File: config.mk
export PLATFORM = sky130hd
export DESIGN_NAME = io_enter_ctrl_flat
export DESIGN_NICKNAME = d
export VERILOG_FILES = /design/src/rtl/io_enter_ctrl_pkg.sv /design/src/rtl/io_enter_ctrl_if.sv /design/src/rtl/io_enter_ctrl_key_debounce.sv /design/src/rtl/io_enter_ctrl.sv /design/src/flat_wrapper.sv
export SDC_FILE = /design/constraint.sdc
export NUM_CORES = 1
export LEC_CHECK = 0
export BUFFER_PORTS_ARGS = -buffer_cell sky130_fd_sc_hd__buf_2
export CAP_MARGIN = 20
export CORE_ASPECT_RATIO = 1.5
export CORE_MARGIN = 2
export CORE_UTILIZATION = 48
export DETAILED_ROUTE_END_ITERATION = 10
export PLACE_DENSITY = 0.81
export SLEW_MARGIN = 10
export SYNTH_ARGS = -nofsm -noshare
export SYNTH_HDL_FRONTEND = slang
export SYNTH_HIERARCHICAL = 1
export SYNTH_SLANG_ARGS = --single-unit
File: constraint.sdc
create_clock -name clk -period 2.15 [get_ports clk]
set_input_delay 0.3225 -clock clk [delete_from_list [all_inputs] [get_ports clk]]
set_output_delay 0.3225 -clock clk [all_outputs]
set_load 0.02 [all_outputs]
File: src/rtl/io_enter_ctrl_pkg.sv
// io_pkg: shared types and constants for the board I/O front-end.
//   io_ctrl_state_t : handshake FSM states
//   io_mode_t       : transaction kind latched when a request is accepted
//   IO_DEBOUNCE_CYCLES : default key debounce length, also used by the display block
package io_pkg;

  typedef enum logic [2:0] {
    IO_IDLE         = 3'd0,
    IO_WAIT_PRESS   = 3'd1,
    IO_WAIT_RELEASE = 3'd2,
    IO_DONE         = 3'd3,
    IO_HALTED       = 3'd4
  } io_ctrl_state_t;

  typedef enum logic {
    IO_MODE_IN  = 1'b0,
    IO_MODE_OUT = 1'b1
  } io_mode_t;

  // 10 ms at 50 MHz
  localparam int unsigned IO_DEBOUNCE_CYCLES = 500000;

endpackage

File: src/rtl/io_enter_ctrl_if.sv
// io_enter_ctrl_if: handshake between the MIPS core and the I/O controller.
//   in_req, out_req, halt : core -> controller request levels
//   stall, waiting        : controller -> core / status display
//   in_data, data_valid   : controller -> register-file write path
// modport master is the core side, modport slave the controller side.
interface io_enter_ctrl_if #(
  parameter int unsigned DATA_WIDTH = 32
);
  logic                  in_req;
  logic                  out_req;
  logic                  halt;
  logic                  stall;
  logic [DATA_WIDTH-1:0] in_data;
  logic                  data_valid;
  logic                  waiting;

  modport master (
    output in_req, out_req, halt,
    input  stall, in_data, data_valid, waiting
  );

  modport slave (
    input  in_req, out_req, halt,
    output stall, in_data, data_valid, waiting
  );
endinterface

File: src/rtl/io_enter_ctrl_key_debounce.sv
// key_debounce: conditions a raw, bouncing, active-low push-button.
//   clk, reset      : system clock, asynchronous active-high reset
//   key_n_i         : raw key level, asynchronous to clk
//   key_stable_o    : debounced level (1 = released)
//   press_evt_o     : one-cycle pulse when key_stable_o falls
//   release_evt_o   : one-cycle pulse when key_stable_o rises
// A new level is accepted after the synchronized input has differed from
// the accepted level for DEBOUNCE_CYCLES consecutive cycles.
module key_debounce
  import io_pkg::*;
#(
  parameter int unsigned DEBOUNCE_CYCLES = IO_DEBOUNCE_CYCLES
) (
  input  logic clk,
  input  logic reset,
  input  logic key_n_i,
  output logic key_stable_o,
  output logic press_evt_o,
  output logic release_evt_o
);

  localparam int unsigned CNT_W = (DEBOUNCE_CYCLES > 2) ? $clog2(DEBOUNCE_CYCLES) : 1;
  localparam logic [CNT_W-1:0] CNT_LAST = CNT_W'(DEBOUNCE_CYCLES - 1);

  logic             sync1_q, sync2_q;
  logic             stable_q, stable_d;
  logic [CNT_W-1:0] cnt_q, cnt_d;
  logic             press_q, press_d;
  logic             release_q, release_d;

  always_comb begin
    cnt_d     = '0;
    stable_d  = stable_q;
    press_d   = 1'b0;
    release_d = 1'b0;
    if (sync2_q != stable_q) begin
      if (cnt_q == CNT_LAST) begin
        stable_d  = sync2_q;
        press_d   = ~sync2_q;
        release_d = sync2_q;
      end else begin
        cnt_d = cnt_q + CNT_W'(1);
      end
    end
  end

  // Reset treats the key as released, so a key held through reset only
  // produces a press after a full debounce interval.
  always_ff @(posedge clk or posedge reset) begin
    if (reset) begin
      sync1_q   <= 1'b1;
      sync2_q   <= 1'b1;
      stable_q  <= 1'b1;
      cnt_q     <= '0;
      press_q   <= 1'b0;
      release_q <= 1'b0;
    end else begin
      sync1_q   <= key_n_i;
      sync2_q   <= sync1_q;
      stable_q  <= stable_d;
      cnt_q     <= cnt_d;
      press_q   <= press_d;
      release_q <= release_d;
    end
  end

  assign key_stable_o  = stable_q;
  assign press_evt_o   = press_q;
  assign release_evt_o = release_q;

endmodule

File: src/rtl/io_enter_ctrl.sv
// io_enter_ctrl: Enter-key conditioning and IN/OUT operator handshake.
//   clk, reset : system clock, asynchronous active-high reset
//   enter_n    : raw Enter key, active-low, bouncing, asynchronous
//   sw         : raw slide switches, sampled on the accepted press of an IN
//   bus        : slave side of io_enter_ctrl_if (requests in; stall,
//                waiting, in_data, data_valid out)
// The core is stalled from the cycle after a request is accepted until the
// key has been pressed and released; a request dropped mid-way aborts
// silently. After completion the FSM waits for both requests to fall so a
// still-held request cannot start a second transaction. halt parks the FSM
// until reset.
module io_enter_ctrl
  import io_pkg::*;
#(
  parameter int unsigned DEBOUNCE_CYCLES = IO_DEBOUNCE_CYCLES,
  parameter int unsigned SW_WIDTH        = 10,
  parameter int unsigned DATA_WIDTH      = 32
) (
  input  logic                clk,
  input  logic                reset,
  input  logic                enter_n,
  input  logic [SW_WIDTH-1:0] sw,
  io_enter_ctrl_if.slave      bus
);

  logic key_level;
  logic press_evt;
  logic release_evt;

  key_debounce #(
    .DEBOUNCE_CYCLES(DEBOUNCE_CYCLES)
  ) u_debounce (
    .clk          (clk),
    .reset        (reset),
    .key_n_i      (enter_n),
    .key_stable_o (key_level),
    .press_evt_o  (press_evt),
    .release_evt_o(release_evt)
  );

  io_ctrl_state_t        state_q, state_d;
  io_mode_t              mode_q, mode_d;
  logic [DATA_WIDTH-1:0] in_data_q, in_data_d;
  logic                  stall_q, waiting_q, data_valid_q;
  logic                  req_held;

  // The request that opened the transaction must stay up; the other one is
  // irrelevant once a mode is latched.
  assign req_held = (mode_q == IO_MODE_IN) ? bus.in_req : bus.out_req;

  always_comb begin
    state_d   = state_q;
    mode_d    = mode_q;
    in_data_d = in_data_q;
    unique case (state_q)
      IO_IDLE: begin
        // Both requests high is illegal and ignored.
        if (bus.in_req ^ bus.out_req) begin
          state_d = IO_WAIT_PRESS;
          mode_d  = bus.in_req ? IO_MODE_IN : IO_MODE_OUT;
        end
      end
      IO_WAIT_PRESS: begin
        if (!req_held) begin
          state_d = IO_IDLE;
        end else if (press_evt && !key_level) begin
          // Only a fresh press edge counts; a key held on entry never
          // generates one until it has been released.
          state_d = IO_WAIT_RELEASE;
          if (mode_q == IO_MODE_IN) begin
            in_data_d = DATA_WIDTH'(sw);
          end
        end
      end
      IO_WAIT_RELEASE: begin
        if (!req_held) begin
          state_d = IO_IDLE;
        end else if (release_evt) begin
          state_d = IO_DONE;
        end
      end
      IO_DONE: begin
        if (!bus.in_req && !bus.out_req) begin
          state_d = IO_IDLE;
        end
      end
      IO_HALTED: begin
        state_d = IO_HALTED;
      end
      default: begin
        state_d = IO_IDLE;
      end
    endcase

    // halt overrides everything, including a press sampled this cycle.
    if (bus.halt) begin
      state_d   = IO_HALTED;
      in_data_d = in_data_q;
    end
  end

  // Outputs are decoded from the next state and registered, so they change
  // on the same edge as the state and are glitch-free.
  always_ff @(posedge clk or posedge reset) begin
    if (reset) begin
      state_q      <= IO_IDLE;
      mode_q       <= IO_MODE_IN;
      in_data_q    <= '0;
      stall_q      <= 1'b0;
      waiting_q    <= 1'b0;
      data_valid_q <= 1'b0;
    end else begin
      state_q      <= state_d;
      mode_q       <= mode_d;
      in_data_q    <= in_data_d;
      stall_q      <= (state_d == IO_WAIT_PRESS) || (state_d == IO_WAIT_RELEASE);
      waiting_q    <= (state_d == IO_WAIT_PRESS);
      data_valid_q <= (state_d == IO_DONE) && (state_q != IO_DONE);
    end
  end

  assign bus.stall      = stall_q;
  assign bus.waiting    = waiting_q;
  assign bus.data_valid = data_valid_q;
  assign bus.in_data    = in_data_q;

endmodule

File: src/flat_wrapper.sv
// flat-port wrapper written by rule: the top's interface ports become plain ports
module io_enter_ctrl_flat import io_pkg::*;
#(
  parameter int unsigned DEBOUNCE_CYCLES = IO_DEBOUNCE_CYCLES,
  parameter int unsigned SW_WIDTH        = 10,
  parameter int unsigned DATA_WIDTH      = 32
)
  (clk, reset, enter_n, sw, bus_in_req, bus_out_req, bus_halt, bus_stall, bus_in_data, bus_data_valid, bus_waiting);
  io_enter_ctrl_if #(.DATA_WIDTH(DATA_WIDTH)) bus_i ();
  input  logic clk;
  input  logic reset;
  input  logic enter_n;
  input  logic [SW_WIDTH-1:0] sw;
  input wire logic [$bits(bus_i.in_req)-1:0] bus_in_req;
  input wire logic [$bits(bus_i.out_req)-1:0] bus_out_req;
  input wire logic [$bits(bus_i.halt)-1:0] bus_halt;
  output wire logic [$bits(bus_i.stall)-1:0] bus_stall;
  output wire logic [$bits(bus_i.in_data)-1:0] bus_in_data;
  output wire logic [$bits(bus_i.data_valid)-1:0] bus_data_valid;
  output wire logic [$bits(bus_i.waiting)-1:0] bus_waiting;
  assign bus_i.in_req = bus_in_req;
  assign bus_i.out_req = bus_out_req;
  assign bus_i.halt = bus_halt;
  assign bus_stall = bus_i.stall;
  assign bus_in_data = bus_i.in_data;
  assign bus_data_valid = bus_i.data_valid;
  assign bus_waiting = bus_i.waiting;
  io_enter_ctrl #(.DEBOUNCE_CYCLES(DEBOUNCE_CYCLES), .SW_WIDTH(SW_WIDTH), .DATA_WIDTH(DATA_WIDTH)) u_core (.clk(clk), .reset(reset), .enter_n(enter_n), .sw(sw), .bus(bus_i));
endmodule
Yosys cells after proc, flatten, opt, wreduce, memory -nomap -nowiden
Index checks and enable logic that the tools add are counted.
Widths: inputs -> output; s select.
{"block": "word_totals", "elab_cells": 54, "in_bits": 16, "ff_bits": 41, "output_inout_bits": 35}
{"block": "classes", "n_addsub": 1, "n_mux": 16, "n_reduce_logical": 11, "n_eq_ne": 10, "n_bitwise": 4}
{"cell": "$mux 19", "n": 2}
{"cell": "$mux 3", "n": 7}
{"cell": "$add 19x1->19 const B", "n": 1}
{"cell": "$eq 19x19->1 const B", "n": 1}
{"cell": "$pmux 3 s5", "n": 1}
{"cell": "$eq 3x2->1 const B", "n": 4}
{"cell": "$eq 3x1->1 const B", "n": 2}
{"cell": "$mux 1", "n": 6}
{"cell": "$reduce_and 5->1", "n": 1}
{"cell": "$reduce_and 2->1", "n": 2}
{"cell": "$eq 3x3->1 const B", "n": 1}
{"cell": "$logic_and 1x1->1", "n": 3}
{"cell": "$logic_not 1->1", "n": 3}
{"cell": "$logic_not 3->1", "n": 1}
{"cell": "$ne 3x2->1 const B", "n": 1}
{"cell": "$not 1->1", "n": 3}
{"cell": "$logic_or 1x1->1", "n": 1}
{"cell": "$ne 1x1->1", "n": 1}
{"cell": "$xor 1x1->1", "n": 1}

Logic depth before layout (Yosys ltp)
Gate-level depths: netlist (run 1).
{"block": "logic_depth", "word_depth": 8, "mapped_depth": 6}

By module
The synthesis (run 1) kept the hierarchy.
{"mod": "key_debounce", "instances": 1, "area_per_inst_um2": 1196.1, "cells_per_inst": 110}
{"mod": "io_enter_ctrl", "instances": 1, "area_per_inst_um2": 922.1, "cells_per_inst": 83}

Worst setup path before layout (run 1)
Ideal clock, no wire load.
{"block": "synth_path", "path_type": "flip-flop to flip-flop", "start": "reg u_core.u_debounce.cnt_q[0]", "end": "reg u_core.u_debounce.cnt_q[16]", "synth_period_minus_slack_ps": 1618, "arrival_ps": 1490, "path_slack_ps": 532, "path_stages_with_launch": 6, "cell_sequence": "dfrtp_1 ha_1 nand3_2 or4_1 o21ai_1 a21oi_1"}
{"block": "synth_between", "elab_chain_len": 3, "word_cells_on_any_way": 4}
{"element": "start, declared", "line_no": "io_enter_ctrl_key_debounce.sv:27", "rtl": "logic [CNT_W-1:0] cnt_q, cnt_d;"}
{"element": "start signal, assigned", "line_no": "io_enter_ctrl_key_debounce.sv:61", "rtl": "cnt_q <= cnt_d;"}
{"element": "$add 19x1->19 / $eq 19x19->1 (equally long branches)", "line_no": "io_enter_ctrl_key_debounce.sv:42, io_enter_ctrl_key_debounce.sv:37"}
{"element": "$mux 19 (*)", "line_no": "io_enter_ctrl_key_debounce.sv:37", "rtl": "if (cnt_q == CNT_LAST) begin"}
{"element": "$mux 19 (*)", "line_no": "io_enter_ctrl_key_debounce.sv:36", "rtl": "if (sync2_q != stable_q) begin"}
{"element": "via u_core.u_debounce.cnt_d[16]", "line_no": "io_enter_ctrl_key_debounce.sv:27"}
The timed path passes the listed nets; every way through them passes the cells marked *.
A chain may end at the register's enable or synchronous reset.

Final worst setup path (run 1)
Ends and elaborated chain as after synthesis.

==> summary.md, run 1 <==
| Metric | Value |
|---|---|
| Seq cells post-synth | 41 |
| Via density | 5.348 |
| Final core utilization | 54.55% |
| HP Class | primary input to async pin |
| Worst vdd ir | 0.4900 mV |
| Diode count | 0 |
| Fin Hold WS | 0.07431 ns |
| P_leak | 1.117 nW |
| FF+latch area | 0.001030 sq mm |
| DP HPWL | 2625 um |
| Clock slew at reported path FFs | 0.07 ns |
| Max layer used | met4 |
| Max_slew headroom | 59.55% |
| Crit share post-route | 82.31% |
| Cell with the most instances after synthesis | dfrtp_1 |
| Initial core utilization | 49.90% |
| R2R Setup Slk | 0.38 ns |
| DRT Pass-1 Iters | 4 |
| Top cells by area, synth | dfrtp_1 (45%), buf_4 (8.2%), mux2_2 (6.4%) |
| Metal-1 WL | 1293 um |
| Worst setup path startpoint | u_core/u_debounce/cnt_q[0]$_DFF_PP0_ |
| Share of cells above drive strength 1 | 26.87% |
| Vias in the first global route | 1396 |
| Antenna-violating nets left | 0 |
| Largest net degree at the start of global routing | 25 |
| EDFF count, synth | 0 |
| CTS root buffer | clkbuf_8 |
| Multi-input logic area | 964.7 sq um |
| I/O Buffers | 28 |
| Gpl congestion | 0.8153 |
| DRC violations left | 0 |
| Fillers | 378 |
| CTS tree | yes |
| Crit path DAT | 1.92 ns |
| DR iter-0 viols | 43 |
| Synth cell types | 38 |
| Met3 Routed Length | 213 um |
| Synth async-reset ratio | 100.0% |
| TritonCTS sink count | 41 |
| R2R Path Start | u_core/u_debounce/cnt_q[0]$_DFF_PP0_ |
| Clk_lat worst skew | 0.28 ns |
| Die height | 85.36 um |
| Worst Path Max Fanout | 7 |
| Required @ worst endpoint | 2.30 ns |
| TritonCTS Buffers | 5 |
| Final Hold Fails | 0 |
| Total GRT Usage | 15.27% |
| Die area | 0.004971 sq mm |
| Worst setup EP type | flip-flop |
| Pins Over Slew Limit | 0 |
| Register area share after synthesis | 48.61% |
| Max Cap Viol | 0 |
| Primary FF master, synth | dfrtp_1 |
| Core area | 0.004245 sq mm |
| Critical Path Start Type | flip-flop |
| Worst Skew | 0.002442 ns |
| GRT overflow | 0 |
| Most common library cells after synthesis | dfrtp_1 (38), nor2_1 (24), buf_4 (23) |
| Synth top area share | 44.89% |
| I/O pin total | 51 |
| Met2 WL post-DR | 1881 um |
| R2R Path End | u_core/u_debounce/cnt_q[16]$_DFF_PP0_ |
| Post-Syn Instances | 193 |
| Area Growth Syn to Fin | 9.332% |
| Status | finished, final reports clean |
| Die X | 58.24 um |
| Crit path kind | flip-flop to flip-flop |
| Total power | 1.380 mW |
| Initial antenna violation count | 0 |
| First-pass GRT wire length | 5733 um |
| Worst-Margin Slew | 0.6061 ns |
| # H-tree levels | 2 |
| Synth Cell Area | 0.002118 sq mm |
| Routed len/inst | 12.70 um |
| RSZ-0062 raised after global routing | no |
| Clk buf depth | 2 |
| P per Cell Area | 595.8 mW/mm^2 |
| Synth area leader | dfrtp_1 |
| Final setup vio count | 0 |
| Worst slack, placed | 0.3786 ns |
| Avg Cell Area, Syn | 10.98 sq um |
| Fin Setup TNS | 0 ns |
| PnR worst setup slack | 0.3803 ns |
| Routed Wire Length | 3467 um |
| Layout Nets | 245 |
| Maximum operating frequency | 0.5651 GHz |
| Cts hold-fix bufs | 0 |
| CTS resizes | 0 |
| CP Capture Point | u_core/u_debounce/cnt_q[16]$_DFF_PP0_ |
| Via count | 1460 |
| YS warnings | 6 |
| Post-CTS setup buffer count | 0 |
| Rows | 29 |
| Min Tclk post-route | 1.770 ns |
| Worst R2R Path Depth | 5 |
[metal layers]
metal | vias to the layer above | GRT usage (%)
met5 | - | 0
met4 | 0 | 6.977
met1 | 697 | 14.90
li1 | 696 | -
met2 | 56 | 28.20
met3 | 11 | 4.878
[how the worst min path moves through the flow]
stage                                              startpoint                              endpoint  slack (ns)  cells past startpoint
final                                                   reset  u_core/u_debounce/cnt_q[7]$_DFF_PP0_        0.07                      3
after global routing                                    reset  u_core/u_debounce/cnt_q[4]$_DFF_PP0_        0.09                      3
after CTS                                               reset  u_core/u_debounce/cnt_q[7]$_DFF_PP0_        0.08                      3
after detailed placement  u_core/u_debounce/sync1_q$_DFF_PP1_   u_core/u_debounce/sync2_q$_DFF_PP1_        0.35                      0
after global placement    u_core/u_debounce/sync1_q$_DFF_PP1_   u_core/u_debounce/sync2_q$_DFF_PP1_        0.35                      0
after floorplan                                         reset       u_core/bus.data_valid$_DFF_PP0_        0.25                      1
[critical path, cell delays in order, from the launching register on]
cell and delay, ns:
dfrtp_1 0.43, ha_1 0.25, nand3_2 0.17, or4_1 0.58, o21ai_1 0.14, a21oi_1 0.07
[cells in the final DEF (no fill, tap or decap), drive strengths merged, types with 3 or more instances in the layout]
cell	netlist	routed
a21oi	5	5
buf	23	29
clkbuf	0	7
conb	1	22
dfrtp	38	38
dfstp	3	3
inv	8	8
mux2	12	12
nand2	10	10
nand3	9	9
nand4	6	6
nand4b	4	4
nor2	24	24
nor3	4	4
nor4	5	5
o21ai	5	5
or4	3	3
xnor2	12	12
[kinds of logic (layout without fill, tap and decap cells)]
family	count (synthesis)	in the layout	share of synthesized area, %
flip-flops	41	41	48.61
AND/OR/NAND/NOR	76	76	22.98
AO/OA/AOI/OAI	15	15	4.844
XOR/XNOR	14	14	5.789
buffers and inverters	31	44	9.569
adder cells (fa/ha/maj)	2	2	1.181
other	1	22	0.1770
multiplexers	13	13	6.852
[layout make-up]
class / count / share of cell area (%)
sequential: 41 / 44.46
clock buffer: 7 / 3.728
timing repair buffer: 29 / 6.375
tap: 46 / 2.485
multi-input combinational: 142 / 41.65
inverter: 8 / 1.297
[flip-flops by register name (all words and copies together), names as in the netlist]
register and flops:
u_core/state_q 3, u_core/u_debounce/press_evt_o 1, u_core/bus.data_valid 1, u_core/bus.in_data 10, u_core/u_debounce/release_evt_o 1, u_core/u_debounce/key_stable_o 1
u_core/mode_q 1, u_core/u_debounce/cnt_q 19, u_core/bus.waiting 1, u_core/u_debounce/sync1_q 1, u_core/u_debounce/sync2_q 1, u_core/bus.stall 1
[through the flow]
step	cells	area (sq um)
floorplan	214	2197
global placement	266	2230
detailed placement	266	2230
CTS	273	2316
global route	273	2316
finish	273	2316
[power breakdown]
group / switching, mW / internal (mW) / total [mW] / leakage [nW]
Clock: 0.228 / 0.254 / 0.482 / 0.0443
Combinational: 0.0726 / 0.0283 / 0.101 / 0.519
Sequential: 0.0123 / 0.784 / 0.796 / 0.553
(Power assumes the default switching activity.)
==> run 2, diff against run 1 <==
--- a/config.mk
+++ b/config.mk
@@ -5,13 +5,14 @@
 export SDC_FILE = /design/constraint.sdc
 export NUM_CORES = 1
 export LEC_CHECK = 0
+export ABC_AREA = 1
 export BUFFER_PORTS_ARGS = -buffer_cell sky130_fd_sc_hd__buf_2
 export CAP_MARGIN = 20
 export CORE_ASPECT_RATIO = 1.5
 export CORE_MARGIN = 2
 export CORE_UTILIZATION = 48
 export DETAILED_ROUTE_END_ITERATION = 10
-export PLACE_DENSITY = 0.81
+export PLACE_DENSITY = 0.82
 export SLEW_MARGIN = 10
 export SYNTH_ARGS = -nofsm -noshare
 export SYNTH_HDL_FRONTEND = slang
==> constraint.sdc (replaced) <==
create_clock -name clk -period 1.5 [get_ports clk]
set_input_delay 0.225 -clock clk [delete_from_list [all_inputs] [get_ports clk]]
set_output_delay 0.225 -clock clk [all_outputs]
set_load 0.02 [all_outputs]
==> run 2 against run 1 <==
Global-route usage rose by 0.72 points. Final cell count up 41%. Flip-flop and latch count did not move. Via count up 19%. Area after synthesis is 13% higher. Sequential share of layout area decreased by 5.5 points. Total power increased by 56%. Register-to-register slack worse by 0.24 ns. Critical path depth increased by 1. Clock power increased by 84%.
==> summary.md, run 2 <==
| Metric | Value |
|---|---|
| Pins Over Slew Limit | 0 (unchanged) |
| Sw Ratio | 23.58% (+0.88 points) |
| Clk_lat worst skew | 0.30 ns (+0.02 ns) |
| DRT Pass-1 Iters | 4 (unchanged) |
| Largest Register | u_core/u_debounce/cnt_q |
| I/O Buffers | 28 (unchanged) |
| Synth Cell Area | 0.002384 sq mm (+13%) |
| Core area | 0.004810 sq mm (+13%) |
| Initial core utilization | 49.56% (-0.34 points) |
| # H-tree levels | 2 (unchanged) |
| Min Tclk post-route | 1.361 ns (-0.4092 ns) |
| Most frequent cells in the layout | nor2_1 (40), dfrtp_1 (38), nand2_1 (37) |
| Synth cell types | 31 (-18%) |
| DP HPWL | 3140 um (+20%) |
| Buf/Inv on CP | 0 (unchanged) |
| Register area share after synthesis | 43.20% (-5.4 points) |
| Initial antenna violation count | 0 (unchanged) |
| Avg Cell Area, Syn | 8.422 sq um (-23%) |
| Routed Wire Length | 4049 um (+17%) |
| Synth async-reset ratio | 100.0% (unchanged) |
| I/O pin total | 51 (unchanged) |
| Gpl congestion | 0.8535 (+4.7%) |
| Most common library cells after synthesis | nor2_1 (40), dfrtp_1 (38), nand2_1 (38) |
| CTS tree | yes |
| CP Cell Sequence | ha_1 -> nand2_2 -> nor2_1 -> nand3_2 -> nand2_2 -> nor2_1 |
| GRT overflow | 0 (unchanged) |
| Post-Syn Instances | 283 (+47%) |
| Top cells by area, synth | dfrtp_1 (40%), buf_4 (6.9%), nor2_1 (6.3%) |
| P_leak | 1.310 nW (+17%) |
| Crit-path leading delay family | simple AND/OR/NAND/NOR gates |
| Fillers | 433 (+15%) |
| Die X | 61.54 um (+5.7%) |
| Synth area leader | dfrtp_1 |
| Sequential share of power | 52.1% (-5.6 points) |
| Routed len/inst | 10.52 um (-17%) |
| Via count | 1744 (+19%) |
| Required @ worst endpoint | 1.69 ns (-0.61 ns) |
| HP Class | primary input to flip-flop |
| TritonCTS sink count | 41 (unchanged) |
| Maximum operating frequency | 0.7350 GHz (+30%) |
| Worst setup EP type | flip-flop |
| Worst vdd ir | 0.6068 mV (+24%) |
| Cell with the most instances after synthesis | nor2_1 |
| Crit path DAT | 1.55 ns (-0.37 ns) |
| Crit path kind | flip-flop to flip-flop |
| YS warnings | 6 (unchanged) |
| Max incr delay on CP | 0.37 ns (-0.21 ns) |
| Rows | 31 (+6.9%) |
| Largest net degree at the start of global routing | 25 (unchanged) |
| Final setup vio count | 0 (unchanged) |
| Area Growth Syn to Fin | 10.81% |
| Worst Path Max Fanout | 9 (+2) |
| Worst-Margin Slew | 0.6263 ns (+0.02023 ns) |
| First-pass GRT wire length | 6768 um (+18%) |
| Die height | 90.31 um (+5.8%) |
| Clock slew at reported path FFs | 0.08 ns (about the same) |
| P per Cell Area | 815.0 mW/mm^2 (+37%) |
| Total GRT Usage | 15.99% (+0.72 points) |
| Vias in the first global route | 1647 (+18%) |
| Seq cells post-synth | 41 (unchanged) |
| Share of cells above drive strength 1 | 32.29% (+5.4 points) |
| Status | finished, final reports clean |
| DRC violations left | 0 (unchanged) |
| Layout Nets | 336 (+37%) |
| Final instance area | 0.002641 sq mm (+14%) |
| Max Cap Viol | 0 (unchanged) |
| Clk buf depth | 2 (unchanged) |
| RSZ-0062 raised after global routing | no |
| TritonCTS Buffers | 5 (unchanged) |
| Power share of the combinational group | 6.6% (-0.7 points) |
| Antenna-violating nets left | 0 (unchanged) |
| Clock Power Share | 41.2% (+6.2 points) |
| Commonest non-fill, non-tap cell in the layout | nor2_1 |
| Critical Path Start Type | flip-flop |
| Multi-input logic area | 0.001080 sq mm (+12%) |
| EDFF count, synth | 0 (unchanged) |
| Diode count | 0 (unchanged) |
| CTS root buffer | clkbuf_8 |
| Primary FF master, synth | dfrtp_1 |
| Die area | 0.005557 sq mm (+12%) |
| P_sw | 507.6 uW (+62%) |
| DR iter-0 viols | 76 (+77%) |
| Final Hold Fails | 0 (unchanged) |
| Dpl cell area | 0.002501 sq mm (+12%) |
| Synth top area share | 39.90% (-5.0 points) |
| Worst Skew | 0.008053 ns (+0.005611 ns) |
| Max FFs per register | 19 (unchanged) |
| Fin Setup TNS | 0 ns (unchanged) |
| Slowest library cell on the worst path | dfrtp_1 |
| Max_slew headroom | 58.20% (-1.4 points) |
| FF+latch area | 0.001030 sq mm (unchanged) |
| Via density | 4.530 (-15%) |
| Pint | 1.645 mW (+54%) |
| Crit share post-route | 90.70% (+8.4 points) |
## run 2: metrics by stage
step	cells	hold WS, ns	setup WS [ns]	power [mW]	util, %
after floorplan	304	0.1511	0.2286	1.290	-
after global placement	375	0.2982	0.09715	1.281	52.00
after detailed placement	375	0.3005	0.06425	1.284	52.00
after CTS	384	0.02194	0.03885	2.174	54.60
after global routing	385	0.01342	0.02114	2.239	54.92
final	385	0.02302	0.1395	2.153	54.92
## run 2: what timing repair did
item / CTS / global route
hold buffers: 1 / 0
buffers inserted: 0 / 1
resized for setup: 0 / 2
setup endpoints to repair: 0 / 7
hold endpoints to repair: 21 / 0
## run 2: final cells by class
| type | count | share of cell area (%) |
|---|---|---|
| tap | 66 | 3.126 |
| sequential | 41 | 38.99 |
| clock buffer | 5 | 2.605 |
| clock inverter | 3 | 1.753 |
| multi-input combinational | 195 | 40.88 |
| timing repair buffer | 32 | 6.537 |
| inverter | 43 | 6.111 |
## run 2: final timing paths
path                                                            from  slack [ns]                                    end  cells after the start
worst max register to register  u_core/u_debounce/cnt_q[0]$_DFF_PP0_        0.14   u_core/u_debounce/cnt_q[8]$_DFF_PP0_                      6
worst min register to register   u_core/u_debounce/sync1_q$_DFF_PP1_        0.36    u_core/u_debounce/sync2_q$_DFF_PP1_                      0
min in group asynchronous                                      reset        0.52  u_core/u_debounce/cnt_q[16]$_DFF_PP0_                      4
worst max-delay path            u_core/u_debounce/cnt_q[0]$_DFF_PP0_        0.14   u_core/u_debounce/cnt_q[8]$_DFF_PP0_                      6
max in group asynchronous                                      reset        0.53      u_core/bus.in_data[7]$_DFFE_PP0P_                      3
worst min-delay path                                         enter_n        0.02    u_core/u_debounce/sync1_q$_DFF_PP1_                      1
## run 2: cells by family after synthesis
logic type | count (synthesis) | share of synthesized area, %
AO/OA/AOI/OAI | 20 | 6.247
buffers and inverters | 68 | 15.12
other | 1 | 0.1573
adder cells (fa/ha/maj) | 2 | 1.050
XOR/XNOR | 9 | 3.307
flip-flops | 41 | 43.20
AND/OR/NAND/NOR | 142 | 30.92
## run 2: worst register-to-register path, stage by stage (launching register included)
cell	delay, ns
dfrtp_1	0.37
ha_1	0.20
nand2_2	0.11
nor2_1	0.13
nand3_2	0.19
nand2_2	0.19
nor2_1	0.06
## run 2: metal layers
metal,vias up,global-route usage (%),wire (um)
met3,8,3.868,176
met2,46,27.54,2170
li1,890,-,-
met1,800,17.92,1614
met5,-,0,0
met4,0,6.560,88
## run 2: power groups by stage
| stage | clock network [mW] | registers (mW) | logic [mW] |
|---|---|---|---|
| 2_1_floorplan | 0 | 1.14 | 0.148 |
| 3_3_place_gp | 0 | 1.14 | 0.138 |
| 3_5_place_dp | 0 | 1.14 | 0.141 |
| 4_1_cts | 0.909 | 1.12 | 0.144 |
| 5_1_grt | 0.953 | 1.12 | 0.163 |
| 6_report | 0.888 | 1.12 | 0.143 |
==> run 3, diff against run 2 <==
--- a/config.mk
+++ b/config.mk
@@ -12,6 +12,7 @@
 export CORE_MARGIN = 2
 export CORE_UTILIZATION = 48
 export DETAILED_ROUTE_END_ITERATION = 10
+export GPL_TIMING_DRIVEN = 0
 export PLACE_DENSITY = 0.82
 export SLEW_MARGIN = 10
 export SYNTH_ARGS = -nofsm -noshare
==> run 3 against run 2 <==
Flip-flop and latch count stayed put. Wire length increased by 5.2%. Global-route usage rose by 0.77 points. Core utilization grew 4.0 points. Sequential share of layout area is 2.6 points lower. Fmax shrank 2.4%. Clock power rose by 2%. Clock skew up 0.00059 ns. Total power increased by 2.8%. Register-to-register slack got worse by 0.03 ns. Sequential power hardly changed. Critical path type unchanged.
==> summary.md, run 3 (synthesis gave the netlist of run 2 again) <==
| Metric | Value |
|---|---|
| Status | finished, final reports clean |
| Cts hold-fix bufs | 0 (-1) |
| Largest Register | u_core/u_debounce/cnt_q |
| HP Class | primary input to async pin |
| TritonCTS Buffers | 5 (unchanged) |
| P_leak | 1.459 nW (+11%) |
| R2R Setup Slk | 0.11 ns (-0.03 ns) |
| Buf/Inv on CP | 0 (unchanged) |
| Routed Wire Length | 4260 um (+5.2%) |
| Grt met1 use | 18.04% (+0.12 points) |
| P per Cell Area | 781.7 mW/mm^2 (-4.1%) |
| Worst vdd ir | 0.6545 mV (+7.9%) |
| Via count | 1824 (+4.6%) |
| I/O pin total | 51 (unchanged) |
| Most frequent cells in the layout | nor2_1 (40), dfrtp_1 (38), nand2_1 (37) |
| Fillers | 434 (+0.23%) |
| Crit path kind | flip-flop to flip-flop |
| GRT overflow | 0 (unchanged) |
| Crit path DAT | 1.56 ns (about the same) |
| Rows | 31 (unchanged) |
| First-pass GRT wire length | 7134 um (+5.4%) |
| Fin cells | 408 (+6.0%) |
| Gpl congestion | 0.8767 (+2.7%) |
| Routed len/inst | 10.44 um (-0.72%) |
| Initial core utilization | 49.56% (unchanged) |
| Via density | 4.471 (-1.3%) |
| PnR worst setup slack | 0.1057 ns (-0.03375 ns) |
| DRC violations left | 0 (unchanged) |
| Worst Path Max Fanout | 4 (-5) |
| Maximum operating frequency | 0.7172 GHz (-2.4%) |
| Total power | 2.213 mW (+2.8%) |
| DP HPWL | 3242 um (+3.2%) |
| Max incr delay on CP | 0.38 ns (about the same) |
| Final Hold Fails | 0 (unchanged) |
| DRT Pass-1 Iters | 4 (unchanged) |
| Required @ worst endpoint | 1.66 ns (-0.03 ns) |
| Worst slack, placed | -0.01585 ns (-0.08011 ns) |
| Commonest non-fill, non-tap cell in the layout | nor2_1 |
| Max Cap Viol | 0 (unchanged) |
| Min Tclk post-route | 1.394 ns (+0.03375 ns) |
| Final core utilization | 58.87% (+4.0 points) |
| Die height | 90.31 um (unchanged) |
| GRT busiest layer | met2 |
| CTS tree | yes |
| DR iter-0 viols | 90 (+18%) |
| Share of cells above drive strength 1 | 37.13% (+4.8 points) |
| Max FFs per register | 19 (unchanged) |
| Antenna-violating nets left | 0 (unchanged) |
| Vias in the first global route | 1730 (+5.0%) |
| Final instance area | 0.002831 sq mm (+7.2%) |
| Worst Skew | 0.008644 ns (+0.0005908 ns) |
| Worst-Margin Slew | 0.9181 ns (+0.2918 ns) |
| Worst R2R Path Depth | 7 (+1) |
| Final setup vio count | 0 (unchanged) |
| Dpl cell area | 0.002685 sq mm (+7.4%) |
| Die X | 61.54 um (unchanged) |
| Fin Setup TNS | 0 ns (unchanged) |
| GRT met3 Usage | 4.441% (+0.57 points) |
| Area Growth Syn to Fin | 18.79% |
| Clock slew at reported path FFs | 0.08 ns (about the same) |
| Pins Over Slew Limit | 0 (unchanged) |
| Largest net degree at the start of global routing | 25 (unchanged) |
| Total GRT Usage | 16.76% (+0.77 points) |
| Die area | 0.005557 sq mm (unchanged) |
| CTS root buffer | clkbuf_8 |
| Worst setup EP type | flip-flop |
| I/O Buffers | 28 (unchanged) |
| Clk_lat worst skew | 0.29 ns (about the same) |
| Diode count | 0 (unchanged) |
| Crit share post-route | 92.95% (+2.3 points) |
| Layout Nets | 359 (+6.8%) |
| Crit-path leading delay family | simple AND/OR/NAND/NOR gates |
| Slowest library cell on the worst path | dfrtp_1 |
| Max_slew headroom | 38.73% (-19 points) |
| Placed Cells incl. Taps | 398 (+6.1%) |
| TritonCTS sink count | 41 (unchanged) |
| R2R Path End | u_core/u_debounce/cnt_q[10]$_DFF_PP0_ |
| Met2 usage | 28.68% (+1.1 points) |
| CP Cell Sequence | ha_2 -> nand2_2 -> nor2_4 -> nand2_4 -> nor2_2 -> xor2_1 -> nor2_1 |
| Critical Path Start Type | flip-flop |
| R2R Path Start | u_core/u_debounce/cnt_q[0]$_DFF_PP0_ |
| Core area | 0.004810 sq mm (unchanged) |
| Initial antenna violation count | 0 (unchanged) |
| Clk buf depth | 2 (unchanged) |
| Fin Hold WS | 0.01160 ns (-0.01142 ns) |
| # H-tree levels | 2 (unchanged) |
-- run 3: worst max path at each step --
stage                                                from                                     to  slack [ns]  cells after the start
2_1_floorplan        u_core/u_debounce/cnt_q[0]$_DFF_PP0_  u_core/u_debounce/cnt_q[10]$_DFF_PP0_        0.23                      7
3_3_place_gp          u_core/u_debounce/sync2_q$_DFF_PP1_   u_core/u_debounce/cnt_q[8]$_DFF_PP0_        0.02                      5
3_5_place_dp   u_core/u_debounce/key_stable_o$_DFFE_PP1P_   u_core/u_debounce/cnt_q[8]$_DFF_PP0_       -0.02                      5
4_1_cts              u_core/u_debounce/cnt_q[0]$_DFF_PP0_  u_core/u_debounce/cnt_q[10]$_DFF_PP0_        0.03                      7
5_1_grt              u_core/u_debounce/cnt_q[0]$_DFF_PP0_  u_core/u_debounce/cnt_q[10]$_DFF_PP0_      -0.004                      7
6_report             u_core/u_debounce/cnt_q[0]$_DFF_PP0_  u_core/u_debounce/cnt_q[10]$_DFF_PP0_        0.11                      7
-- run 3: metal layers --
layer	part of all wire [%]	routed length, um
met2	54	2290
met4	2.2	93
met1	39	1681
met3	4.6	195
met5	0	0
-- run 3: cell type report --
| cell class | count | area [sq um] | area share (%) |
|---|---|---|---|
| Clock buffer | 7 | 86.33 | 3.049 |
| Timing Repair Buffer | 30 | 155.1 | 5.479 |
| Sequential cell | 41 | 1030 | 36.37 |
| Buffer | 25 | 198.9 | 7.026 |
| Multi-Input combinational cell | 195 | 1087 | 38.40 |
| Clock inverter | 1 | 30.03 | 1.061 |
| Tap cell | 66 | 82.58 | 2.916 |
| Inverter | 43 | 161.4 | 5.700 |
-- run 3: what timing repair did --
action                     CTS  global route
resized for setup            1             3
setup endpoints to repair    6             9
buffers inserted             0             2
pin swaps                    0             2
hold endpoints to repair     0             0
-- run 3: power breakdown --
part / switching (mW) / internal [mW] / total, mW
clock: 0.360 / 0.542 / 0.902
sequential: 0.00627 / 1.12 / 1.12
combinational: 0.120 / 0.0688 / 0.189
total: 0.486 / 1.73 / 2.21
